## src/rtl/cpu_mem_pkg.sv

```systemverilog
// Shared types for the unified memory port arbiter: FSM state, port owner and latched request payload.
package cpu_mem_pkg;

  typedef enum logic [1:0] {
    IDLE = 2'd0,
    REQ  = 2'd1,
    RESP = 2'd2
  } arb_state_t;

  typedef enum logic {
    OWN_IF = 1'b0,
    OWN_D  = 1'b1
  } arb_owner_t;

  typedef struct packed {
    logic        we;
    logic [3:0]  be;
    logic [31:0] addr;
    logic [31:0] wdata;
  } mem_req_t;

  // Fetches are always full-word reads.
  localparam logic [3:0] FETCH_BE = 4'b1111;

endpackage

```

## src/rtl/mem_port_arbiter_if.sv

```systemverilog
// Fetch port, data port and memory-side handshake of the arbiter; slave = arbiter view, master = environment view.
interface mem_port_arbiter_if;
  logic        if_req;
  logic [31:0] if_addr;
  logic        if_gnt;
  logic        if_rvalid;
  logic [31:0] if_rdata;

  logic        d_req;
  logic        d_we;
  logic [3:0]  d_be;
  logic [31:0] d_addr;
  logic [31:0] d_wdata;
  logic        d_gnt;
  logic        d_rvalid;
  logic [31:0] d_rdata;

  logic        mem_req;
  logic        mem_we;
  logic [3:0]  mem_be;
  logic [31:0] mem_addr;
  logic [31:0] mem_wdata;
  logic        mem_ack;
  logic        mem_rvalid;
  logic [31:0] mem_rdata;

  logic        busy;

  modport slave (
    input  if_req, if_addr, d_req, d_we, d_be, d_addr, d_wdata,
    input  mem_ack, mem_rvalid, mem_rdata,
    output if_gnt, if_rvalid, if_rdata, d_gnt, d_rvalid, d_rdata,
    output mem_req, mem_we, mem_be, mem_addr, mem_wdata, busy
  );

  modport master (
    output if_req, if_addr, d_req, d_we, d_be, d_addr, d_wdata,
    output mem_ack, mem_rvalid, mem_rdata,
    input  if_gnt, if_rvalid, if_rdata, d_gnt, d_rvalid, d_rdata,
    input  mem_req, mem_we, mem_be, mem_addr, mem_wdata, busy
  );
endinterface

```

## src/rtl/mem_arb_pick.sv

```systemverilog
// Combinational fetch/data winner selection; data has priority. With IF_STARVE_GUARD_EN a counter of
// fetch losses forces a fetch win after STARVE_MAX consecutive losses. Zero latency, no backpressure of its own.
module mem_arb_pick #(
  parameter int STARVE_MAX = 4,
  parameter int CNT_W      = 3
) (
`ifdef IF_STARVE_GUARD_EN
  input  logic clk,
  input  logic rst,
`endif
  input  logic arb_en_i,
  input  logic if_req_i,
  input  logic d_req_i,
  output logic if_win_o,
  output logic d_win_o
);

  if ((2 ** CNT_W) <= STARVE_MAX) begin : g_bad_cnt_w
    $error("mem_arb_pick: CNT_W too narrow to hold STARVE_MAX");
  end

`ifdef IF_STARVE_GUARD_EN
  logic [CNT_W-1:0] cnt_q, cnt_d;
  logic             force_if;

  assign force_if = (cnt_q == CNT_W'(STARVE_MAX));

  always_comb begin
    if_win_o = arb_en_i & if_req_i & (~d_req_i | force_if);
    d_win_o  = arb_en_i & d_req_i & ~(if_req_i & force_if);
    cnt_d    = cnt_q;
    // Only contested arbitrations that fetch loses count toward starvation.
    if (if_win_o) begin
      cnt_d = '0;
    end else if (d_win_o & if_req_i) begin
      cnt_d = cnt_q + CNT_W'(1);
    end
  end

  always_ff @(posedge clk) begin
    if (rst) begin
      cnt_q <= '0;
    end else begin
      cnt_q <= cnt_d;
    end
  end
`else
  always_comb begin
    if_win_o = arb_en_i & if_req_i & ~d_req_i;
    d_win_o  = arb_en_i & d_req_i;
  end
`endif

endmodule

```

## src/rtl/mem_port_arbiter.sv

```systemverilog
// Single-ported I/D memory arbiter: one transaction at a time, gnt in IDLE, rvalid earliest one cycle after gnt.
// Losing requester simply stays pending (no gnt). Optional fetch starvation guard: IF_STARVE_GUARD_EN.
module mem_port_arbiter
  import cpu_mem_pkg::*;
#(
  parameter int STARVE_MAX = 4,
  parameter int CNT_W      = 3
) (
  input  logic                clk,
  input  logic                rst,
  mem_port_arbiter_if.slave   bus
);

  arb_state_t state_q, state_d;
  arb_owner_t owner_q, owner_d;
  mem_req_t   pay_q, pay_d;

  logic arb_en;
  logic if_win, d_win;
  logic deliver;
  logic busy;

  assign arb_en = (state_q == IDLE) & ~rst;

  mem_arb_pick #(
    .STARVE_MAX (STARVE_MAX),
    .CNT_W      (CNT_W)
  ) u_pick (
`ifdef IF_STARVE_GUARD_EN
    .clk        (clk),
    .rst        (rst),
`endif
    .arb_en_i   (arb_en),
    .if_req_i   (bus.if_req),
    .d_req_i    (bus.d_req),
    .if_win_o   (if_win),
    .d_win_o    (d_win)
  );

  always_comb begin
    state_d = state_q;
    owner_d = owner_q;
    pay_d   = pay_q;
    case (state_q)
      IDLE: begin
        if (d_win) begin
          state_d = REQ;
          owner_d = OWN_D;
          pay_d   = '{we: bus.d_we, be: bus.d_be, addr: bus.d_addr, wdata: bus.d_wdata};
        end else if (if_win) begin
          state_d = REQ;
          owner_d = OWN_IF;
          pay_d   = '{we: 1'b0, be: FETCH_BE, addr: bus.if_addr, wdata: 32'h0};
        end
      end
      REQ: begin
        if (bus.mem_ack) begin
          state_d = bus.mem_rvalid ? IDLE : RESP;
        end
      end
      RESP: begin
        if (bus.mem_rvalid) begin
          state_d = IDLE;
        end
      end
      default: state_d = IDLE;
    endcase
  end

  always_ff @(posedge clk) begin
    if (rst) begin
      state_q <= IDLE;
      owner_q <= OWN_IF;
      pay_q   <= '0;
    end else begin
      state_q <= state_d;
      owner_q <= owner_d;
      pay_q   <= pay_d;
    end
  end

  // A response arriving while reset is asserted belongs to an abandoned transaction.
  assign deliver = ~rst & bus.mem_rvalid &
                   (((state_q == REQ) & bus.mem_ack) | (state_q == RESP));
  assign busy    = (state_q != IDLE);

  assign bus.if_gnt    = if_win;
  assign bus.d_gnt     = d_win;
  assign bus.if_rvalid = deliver & (owner_q == OWN_IF);
  assign bus.d_rvalid  = deliver & (owner_q == OWN_D);
  assign bus.if_rdata  = (~rst & busy & (owner_q == OWN_IF)) ? bus.mem_rdata : 32'h0;
  assign bus.d_rdata   = (~rst & busy & (owner_q == OWN_D))  ? bus.mem_rdata : 32'h0;

  assign bus.mem_req   = (state_q == REQ);
  assign bus.mem_we    = pay_q.we;
  assign bus.mem_be    = pay_q.be;
  assign bus.mem_addr  = pay_q.addr;
  assign bus.mem_wdata = pay_q.wdata;
  assign bus.busy      = busy;

endmodule

```

## src/flat_wrapper.sv

```systemverilog
// flat-port wrapper written by rule: the top's interface ports become plain ports
module mem_port_arbiter_flat import cpu_mem_pkg::*;
#(
  parameter int STARVE_MAX = 4,
  parameter int CNT_W      = 3
)
  (clk, rst, bus_if_req, bus_if_addr, bus_d_req, bus_d_we, bus_d_be, bus_d_addr, bus_d_wdata, bus_mem_ack, bus_mem_rvalid, bus_mem_rdata, bus_if_gnt, bus_if_rvalid, bus_if_rdata, bus_d_gnt, bus_d_rvalid, bus_d_rdata, bus_mem_req, bus_mem_we, bus_mem_be, bus_mem_addr, bus_mem_wdata, bus_busy);
  mem_port_arbiter_if bus_i ();
  input  logic clk;
  input  logic rst;
  input wire logic [$bits(bus_i.if_req)-1:0] bus_if_req;
  input wire logic [$bits(bus_i.if_addr)-1:0] bus_if_addr;
  input wire logic [$bits(bus_i.d_req)-1:0] bus_d_req;
  input wire logic [$bits(bus_i.d_we)-1:0] bus_d_we;
  input wire logic [$bits(bus_i.d_be)-1:0] bus_d_be;
  input wire logic [$bits(bus_i.d_addr)-1:0] bus_d_addr;
  input wire logic [$bits(bus_i.d_wdata)-1:0] bus_d_wdata;
  input wire logic [$bits(bus_i.mem_ack)-1:0] bus_mem_ack;
  input wire logic [$bits(bus_i.mem_rvalid)-1:0] bus_mem_rvalid;
  input wire logic [$bits(bus_i.mem_rdata)-1:0] bus_mem_rdata;
  output wire logic [$bits(bus_i.if_gnt)-1:0] bus_if_gnt;
  output wire logic [$bits(bus_i.if_rvalid)-1:0] bus_if_rvalid;
  output wire logic [$bits(bus_i.if_rdata)-1:0] bus_if_rdata;
  output wire logic [$bits(bus_i.d_gnt)-1:0] bus_d_gnt;
  output wire logic [$bits(bus_i.d_rvalid)-1:0] bus_d_rvalid;
  output wire logic [$bits(bus_i.d_rdata)-1:0] bus_d_rdata;
  output wire logic [$bits(bus_i.mem_req)-1:0] bus_mem_req;
  output wire logic [$bits(bus_i.mem_we)-1:0] bus_mem_we;
  output wire logic [$bits(bus_i.mem_be)-1:0] bus_mem_be;
  output wire logic [$bits(bus_i.mem_addr)-1:0] bus_mem_addr;
  output wire logic [$bits(bus_i.mem_wdata)-1:0] bus_mem_wdata;
  output wire logic [$bits(bus_i.busy)-1:0] bus_busy;
  assign bus_i.if_req = bus_if_req;
  assign bus_i.if_addr = bus_if_addr;
  assign bus_i.d_req = bus_d_req;
  assign bus_i.d_we = bus_d_we;
  assign bus_i.d_be = bus_d_be;
  assign bus_i.d_addr = bus_d_addr;
  assign bus_i.d_wdata = bus_d_wdata;
  assign bus_i.mem_ack = bus_mem_ack;
  assign bus_i.mem_rvalid = bus_mem_rvalid;
  assign bus_i.mem_rdata = bus_mem_rdata;
  assign bus_if_gnt = bus_i.if_gnt;
  assign bus_if_rvalid = bus_i.if_rvalid;
  assign bus_if_rdata = bus_i.if_rdata;
  assign bus_d_gnt = bus_i.d_gnt;
  assign bus_d_rvalid = bus_i.d_rvalid;
  assign bus_d_rdata = bus_i.d_rdata;
  assign bus_mem_req = bus_i.mem_req;
  assign bus_mem_we = bus_i.mem_we;
  assign bus_mem_be = bus_i.mem_be;
  assign bus_mem_addr = bus_i.mem_addr;
  assign bus_mem_wdata = bus_i.mem_wdata;
  assign bus_busy = bus_i.busy;
  mem_port_arbiter #(.STARVE_MAX(STARVE_MAX), .CNT_W(CNT_W)) u_core (.clk(clk), .rst(rst), .bus(bus_i));
endmodule
```

## config.mk

```make
export PLATFORM = sky130hd
export DESIGN_NAME = mem_port_arbiter_flat
export DESIGN_NICKNAME = d
export VERILOG_FILES = /design/src/rtl/cpu_mem_pkg.sv /design/src/rtl/mem_port_arbiter_if.sv /design/src/rtl/mem_arb_pick.sv /design/src/rtl/mem_port_arbiter.sv /design/src/flat_wrapper.sv
export SDC_FILE = /design/constraint.sdc
export NUM_CORES = 1
export LEC_CHECK = 0
export ABC_AREA = 1
export CAP_MARGIN = 20
export CORE_ASPECT_RATIO = 1.25
export CORE_UTILIZATION = 30
export DETAILED_ROUTE_END_ITERATION = 8
export MAX_ROUTING_LAYER = met4
export PLACE_DENSITY = 0.87
export SETUP_SLACK_MARGIN = 0.2
export SLEW_MARGIN = 20
export SYNTH_ARGS = -nofsm -noshare
export SYNTH_HDL_FRONTEND = slang
export SYNTH_SLANG_ARGS = --single-unit
export TNS_END_PERCENT = 30
```

## constraint.sdc

```tcl
create_clock -name clk -period 1.4 [get_ports clk]
set_input_delay 0.21 -clock clk [delete_from_list [all_inputs] [get_ports clk]]
set_output_delay 0.21 -clock clk [all_outputs]
set_load 0.02 [all_outputs]
```

Word-level counts from Yosys, hierarchy flattened. Cells that the tools add are included. W data, S select, Z words.

Word-level logic and storage cells: 44. Input bits: 139. Output and inout port bits: 139. Bits in registers: 72.

Mux-type cells: 12. Eq/ne operators: 5. Reductions and logical operators: 5. Bitwise operators: 16.

Operators with widths (count): $mux W69 (2); $mux W32 (2); $and A1 B1 Y1 (12); $mux W2 (5); $pmux W2 S3 (1); $ne A2 B2 Y1 const B (2); $reduce_bool A2 Y1 (2); $ne A3 B3 Y1 const B (1); $not A1 Y1 (3); $reduce_and A3 Y1 (1); $eq A2 B1 Y1 const B (1); $eq A2 B2 Y1 const B (1); $logic_not A2 Y1 (1); $mux W1 (2); $reduce_and A2 Y1 (1); $or A1 B1 Y1 (1).

Depth between registers and ports, before layout.
Depth after elaboration: 7. Mapped depth: 9. Depth with buffers taken out: 7.

Hierarchy. Synthesis repeated with hierarchy kept, for this count alone.

Cell total of the unflattened synthesis: 608. Area total of the unflattened synthesis: 3623.5 um^2.

Modules (own cells, without submodules): mem_port_arbiter (area each 3606.0 um^2, instances 1, sequential area each 1441.4 um^2, cells an instance 604); mem_arb_pick (area each 17.5 um^2, instances 1, sequential area each 0.0 um^2, cells an instance 4).

Worst setup path after synthesis. Ideal clock, no wire load.

Path type: reg2out. Start: register u_core.state_q[1]. End: output bus_if_rdata[0]. Slack: -0.151 ns. Cell stages (with the launch flop): 6. Arrival: 1.341 ns. Buffers on the path: 1. Data required time: 1.190 ns. Cell sequence: dfxtp_1 -> nor2_4 -> inv_1 -> nand3_1 -> clkbuf_1 -> nor2_1.

Word-level cells in the longest chain between the ends: 4.

RTL lines: start: declaration (RTL line mem_port_arbiter.sv:14) `arb_state_t state_q, state_d;`; start signal: assignment (RTL line mem_port_arbiter.sv:76) `state_q <= state_d;`; $reduce_bool A2 Y1 (RTL line mem_port_arbiter.sv:85) `assign busy = (state_q != IDLE);`; via bus_busy (RTL line flat_wrapper.sv:32) `output wire logic [$bits(bus_i.busy)-1:0] bus_busy;`; $and A1 B1 Y1 (2 in a row) (RTL line mem_port_arbiter.sv:91) `assign bus.if_rdata = (~rst & busy & (owner_q == OWN_IF)) ? bus.mem_rdata : 32'h0;`; $mux W32 (RTL line mem_port_arbiter.sv:91); end: declaration (RTL line flat_wrapper.sv:23) `output wire logic [$bits(bus_i.if_rdata)-1:0] bus_if_rdata;`.

The timed path passes the listed nets, and every way through them passes these cells.

Final worst setup path.
Start: register u_core.state_q[0]. End: output bus_if_rdata[14].

Word-level cells in the longest chain between the ends: 4.

RTL lines (RTL line): $reduce_bool A2 Y1 (mem_port_arbiter.sv:85); $and A1 B1 Y1 (2 in a row) (mem_port_arbiter.sv:91); $mux W32 (mem_port_arbiter.sv:91).

Every way passes these cells.

==> results by group <==
Die
  • Core Region: 11,140 sq um
  • Die Height: 121.6 um
  • Die Area: 11,880 sq um
  • Initial Utilization: 30.84%
  • Die W: 97.70 um
  • # rows: 43
  • I/O Pins: 278

Logic synthesis
  • Yosys reg bits: 72
  • Post-Synth XOR/XNOR Area: 0%
  • Synthesized area: 3435 sq um
  • Synth Warn #: 0
  • Part of the Yosys area used for sequential elements: 41.97%
  • Netlist cell types: 17
  • Syn Area/Cell: 6.200 sq um
  • Adder and majority gate portion of the synthesized area: 0%
  • Synth Instances: 554
  • Compound-Gate Fraction of Synth Area: 10.49%
  • Post-synthesis simple-gate area fraction: 36.36%
  • Mux contribution to synthesized area: 0%
  • Syn nets: 693
  • Largest family of logic cells by synthesized area: simple AND/OR/NAND/NOR gates

Worst setup path
  • Worst setup SP type: flip-flop
  • Worst EP arrival: 1.49 ns
  • Setup CP Type: flip-flop to primary output
  • R2r worst-path depth: 9
  • Buffers & Inverters on Critical Path: 4
  • Worst-path cell chain: nor2_4 -> inv_4 -> nand3_4 -> buf_6 -> buf_16 -> nor2_4 -> buf_6
  • Worst stage delay on the critical path: 0.37 ns
  • Worst-path fanout max: 7
  • Worst reg2reg path startpoint: u_core.state_q[1]$_SDFFE_PP0P_
  • CP endpoint kind: primary output
  • Reg2Reg Setup Slack: -0.03 ns
  • Worst r2r dst: u_core.bus.mem_addr[24]$_SDFFE_PP0P_
  • Req. time, crit path: 1.19 ns
  • Slowest-stage cell, CP: dfxtp_4
  • Crit-path leading delay family: buffers and inverters

Placed design
  • Placed cell area: 6994 sq um
  • Final Wtd Congestion: 0.8678
  • Placed Cells: 962
  • Pre-CTS setup slack: -0.8323 ns
  • I/O Buffers: 277
  • DP Wirelength: 10.16 mm

STA
  • RSZ-0062 raised after global routing: true
  • Final Cycle Share: 121.7%
  • Final Setup Violations: 88
  • Max-slew headroom: 83.95%
  • Final-report max-slew violation count: 0
  • Tmin final: 1.703 ns
  • Post-Route Skew: 0.009254 ns
  • Fmax: 0.5870 GHz
  • Slew of the pin with the lowest slew margin: 0.2406 ns
  • Hold Fails Final Rpt: 0
  • Final setup margin: -0.3035 ns
  • Hold WS: 0.4320 ns

Power
  • P_leak: 3.424 nW
  • Cell Pwr Density: 1103 nW/um^2
  • Tot Pwr: 8.475 mW
  • Worst vdd ir: 0.7153 mV

Routing
  • Routed wire length: 14.59 mm
  • DRC: 44
  • Via count: 4,530
  • Avg WL per Cell: 14.71 um
  • Router iterations before antenna repair: 6
  • 1st-iter DRT viols: 197
  • Vias per inst: 4.567
  • Detail Route Antenna Nets: 0

Clock tree
  • Worst skew pair latency: 0.33 ns
  • CTS root buf: clkbuf_16
  • # clock sinks: 72
  • Clk slew on worst S/H paths: 0.06 ns
  • TritonCTS clock tree: yes
  • Num CTS Buffers: 9
  • Maximum clock path buffer count: 2
  • H-tree depth: 3

Hold path
  • WHS Endpoint: u_core.bus.mem_wdata[29]$_SDFFE_PP0P_
  • Worst Hold Class: input pin to flip-flop
  • Hold Path Depth: 3
  • Hold wc startpoint: bus_d_wdata[29]

Outcome
  • Outcome: complete, but fails checks
  • Failing checks: DRC, setup timing

Layout
  • Fraction of layout cells with a size suffix above 1: 32.79%
  • Fill cell count: 828
  • Area occupied by registers: 1450 sq um
  • Post-route cell area: 7682 sq um
  • Nets: 991
  • Count of non-filler cells in the finished layout: 992
  • Area of the multi-input gates: 2162 sq um
  • Area growth syn-to-layout: 123.7%
  • Ant diodes: 0

Flow run
  • Max cap viols: 0

GRT
  • Global route overflow: 0
  • Number of global-route vias before repair: 4,442
  • Wire length of the first global-routing pass: 22.60 mm
  • Global router's overall resource usage: 25.18%
  • Largest net degree at the start of global routing: 38
  • Initial antenna violation count: 0
==> per-layer routing <==
| metal | GRT usage (%) | vias up | part of all wire, % |
|---|---|---|---|
| li1 | - | 2275 | - |
| met1 | 26.02 | 1998 | 38 |
| met2 | 43.75 | 201 | 50 |
| met3 | 6.368 | 56 | 7.0 |
| met4 | 14.30 | 0 | 4.9 |
| met5 | - | - | 0 |
==> worst reg2reg max path: stages (launching register included) <==
cell	delay, ns
dfxtp_4	0.35
nor2_4	0.14
buf_6	0.14
nand3_4	0.08
buf_6	0.15
nand2_8	0.07
inv_6	0.05
buf_12	0.16
nor2_1	0.15
nor2_1	0.05
==> where the power goes <==
group / total [mW] / internal (mW) / switching [mW]
Combinational: 3.08 / 1.44 / 1.64
Sequential: 2.40 / 2.29 / 0.117
Clock: 2.99 / 2.11 / 0.887
Total: 8.48 / 5.83 / 2.64
==> through the flow <==
| step | setup TNS [ns] | util (%) |
|---|---|---|
| 2_1_floorplan | 0 | - |
| 3_3_place_gp | -81.79 | 62.80 |
| 3_5_place_dp | -87.45 | 62.80 |
| 4_1_cts | -20.92 | 69.61 |
| 5_1_grt | -27.30 | 68.98 |
| 6_report | -17.41 | 68.98 |
==> worst max-delay path by stage <==
| stage | slack, ns | cells after the start | start | to |
|---|---|---|---|---|
| 2_1_floorplan | 0.1 | 8 | u_core.state_q[1]$_SDFFE_PP0P_ | u_core.bus.mem_be[0]$_SDFFE_PP0P_ |
| 3_3_place_gp | -0.81 | 6 | rst | bus_d_rdata[31] |
| 3_5_place_dp | -0.83 | 6 | rst | bus_d_rdata[31] |
| 4_1_cts | -0.31 | 7 | u_core.state_q[0]$_SDFFE_PP0P_ | bus_if_rdata[12] |
| 5_1_grt | -0.39 | 7 | u_core.owner_q$_SDFFE_PP0P_ | bus_if_rdata[14] |
| 6_report | -0.30 | 7 | u_core.state_q[0]$_SDFFE_PP0P_ | bus_if_rdata[14] |
==> flip-flops by register name (all words and copies together) (netlist names) <==
signal / count
u_core.bus.mem_addr: 32
u_core.bus.mem_be: 4
u_core.bus.mem_wdata: 32
u_core.bus.mem_we: 1
u_core.owner_q: 1
u_core.state_q: 2
==> cell usage after synthesis (all sizes together) <==
cell type,instances,area (sq um)
nand4,1,6.260
inv,52,195.2
a21oi,34,170.2
clkbuf,17,63.81
nor2,140,533.0
o21ai,38,190.2
nand3,6,40.04
nor3,1,5.000
dfxtp,72,1441
nand2,175,664.4
buf,18,125.1
==> cell usage in the layout (no fill, tap or decap), types with 3 or more instances in the layout <==
cell type	count
nor2_4	65
nand2_2	4
nand3_1	3
dfxtp_1	69
nor2_2	5
buf_4	19
a21oi_1	34
inv_2	3
clkdlybuf4s15_2	21
clkbuf_16	9
bufinv_16	5
buf_6	77
nand2_1	169
inv_4	3
buf_12	10
inv_1	45
buf_16	6
clkbuf_2	40
o21ai_0	37
clkdlybuf4s15_1	8
clkdlybuf4s50_1	137
nor2_1	70
==> kinds of logic after synthesis <==
| family | after synthesis |
|---|---|
| compound gates | 72 |
| simple gates | 323 |
| flops | 72 |
| buf+inv | 87 |
==> timing repair <==
item / 4_1_cts / 5_1_grt
endpoints found under the setup margin: 211 / 182
hold buffers: 0 / 0
resized for setup: 593 / 71
setup buffers: 6 / 2
gates cloned: 6 / 0
pin swaps: 5 / 7
==> final cells by class <==
| class | count | share of cell area (%) |
|---|---|---|
| Clock buffer | 9 | 2.932 |
| Clock inverter | 7 | 2.182 |
| Inverter | 52 | 2.704 |
| Multi-Input combinational cell | 395 | 28.14 |
| Sequential cell | 72 | 18.88 |
| Tap cell | 135 | 2.199 |
| Timing Repair Buffer | 322 | 42.96 |
(Power assumes the default switching activity.)
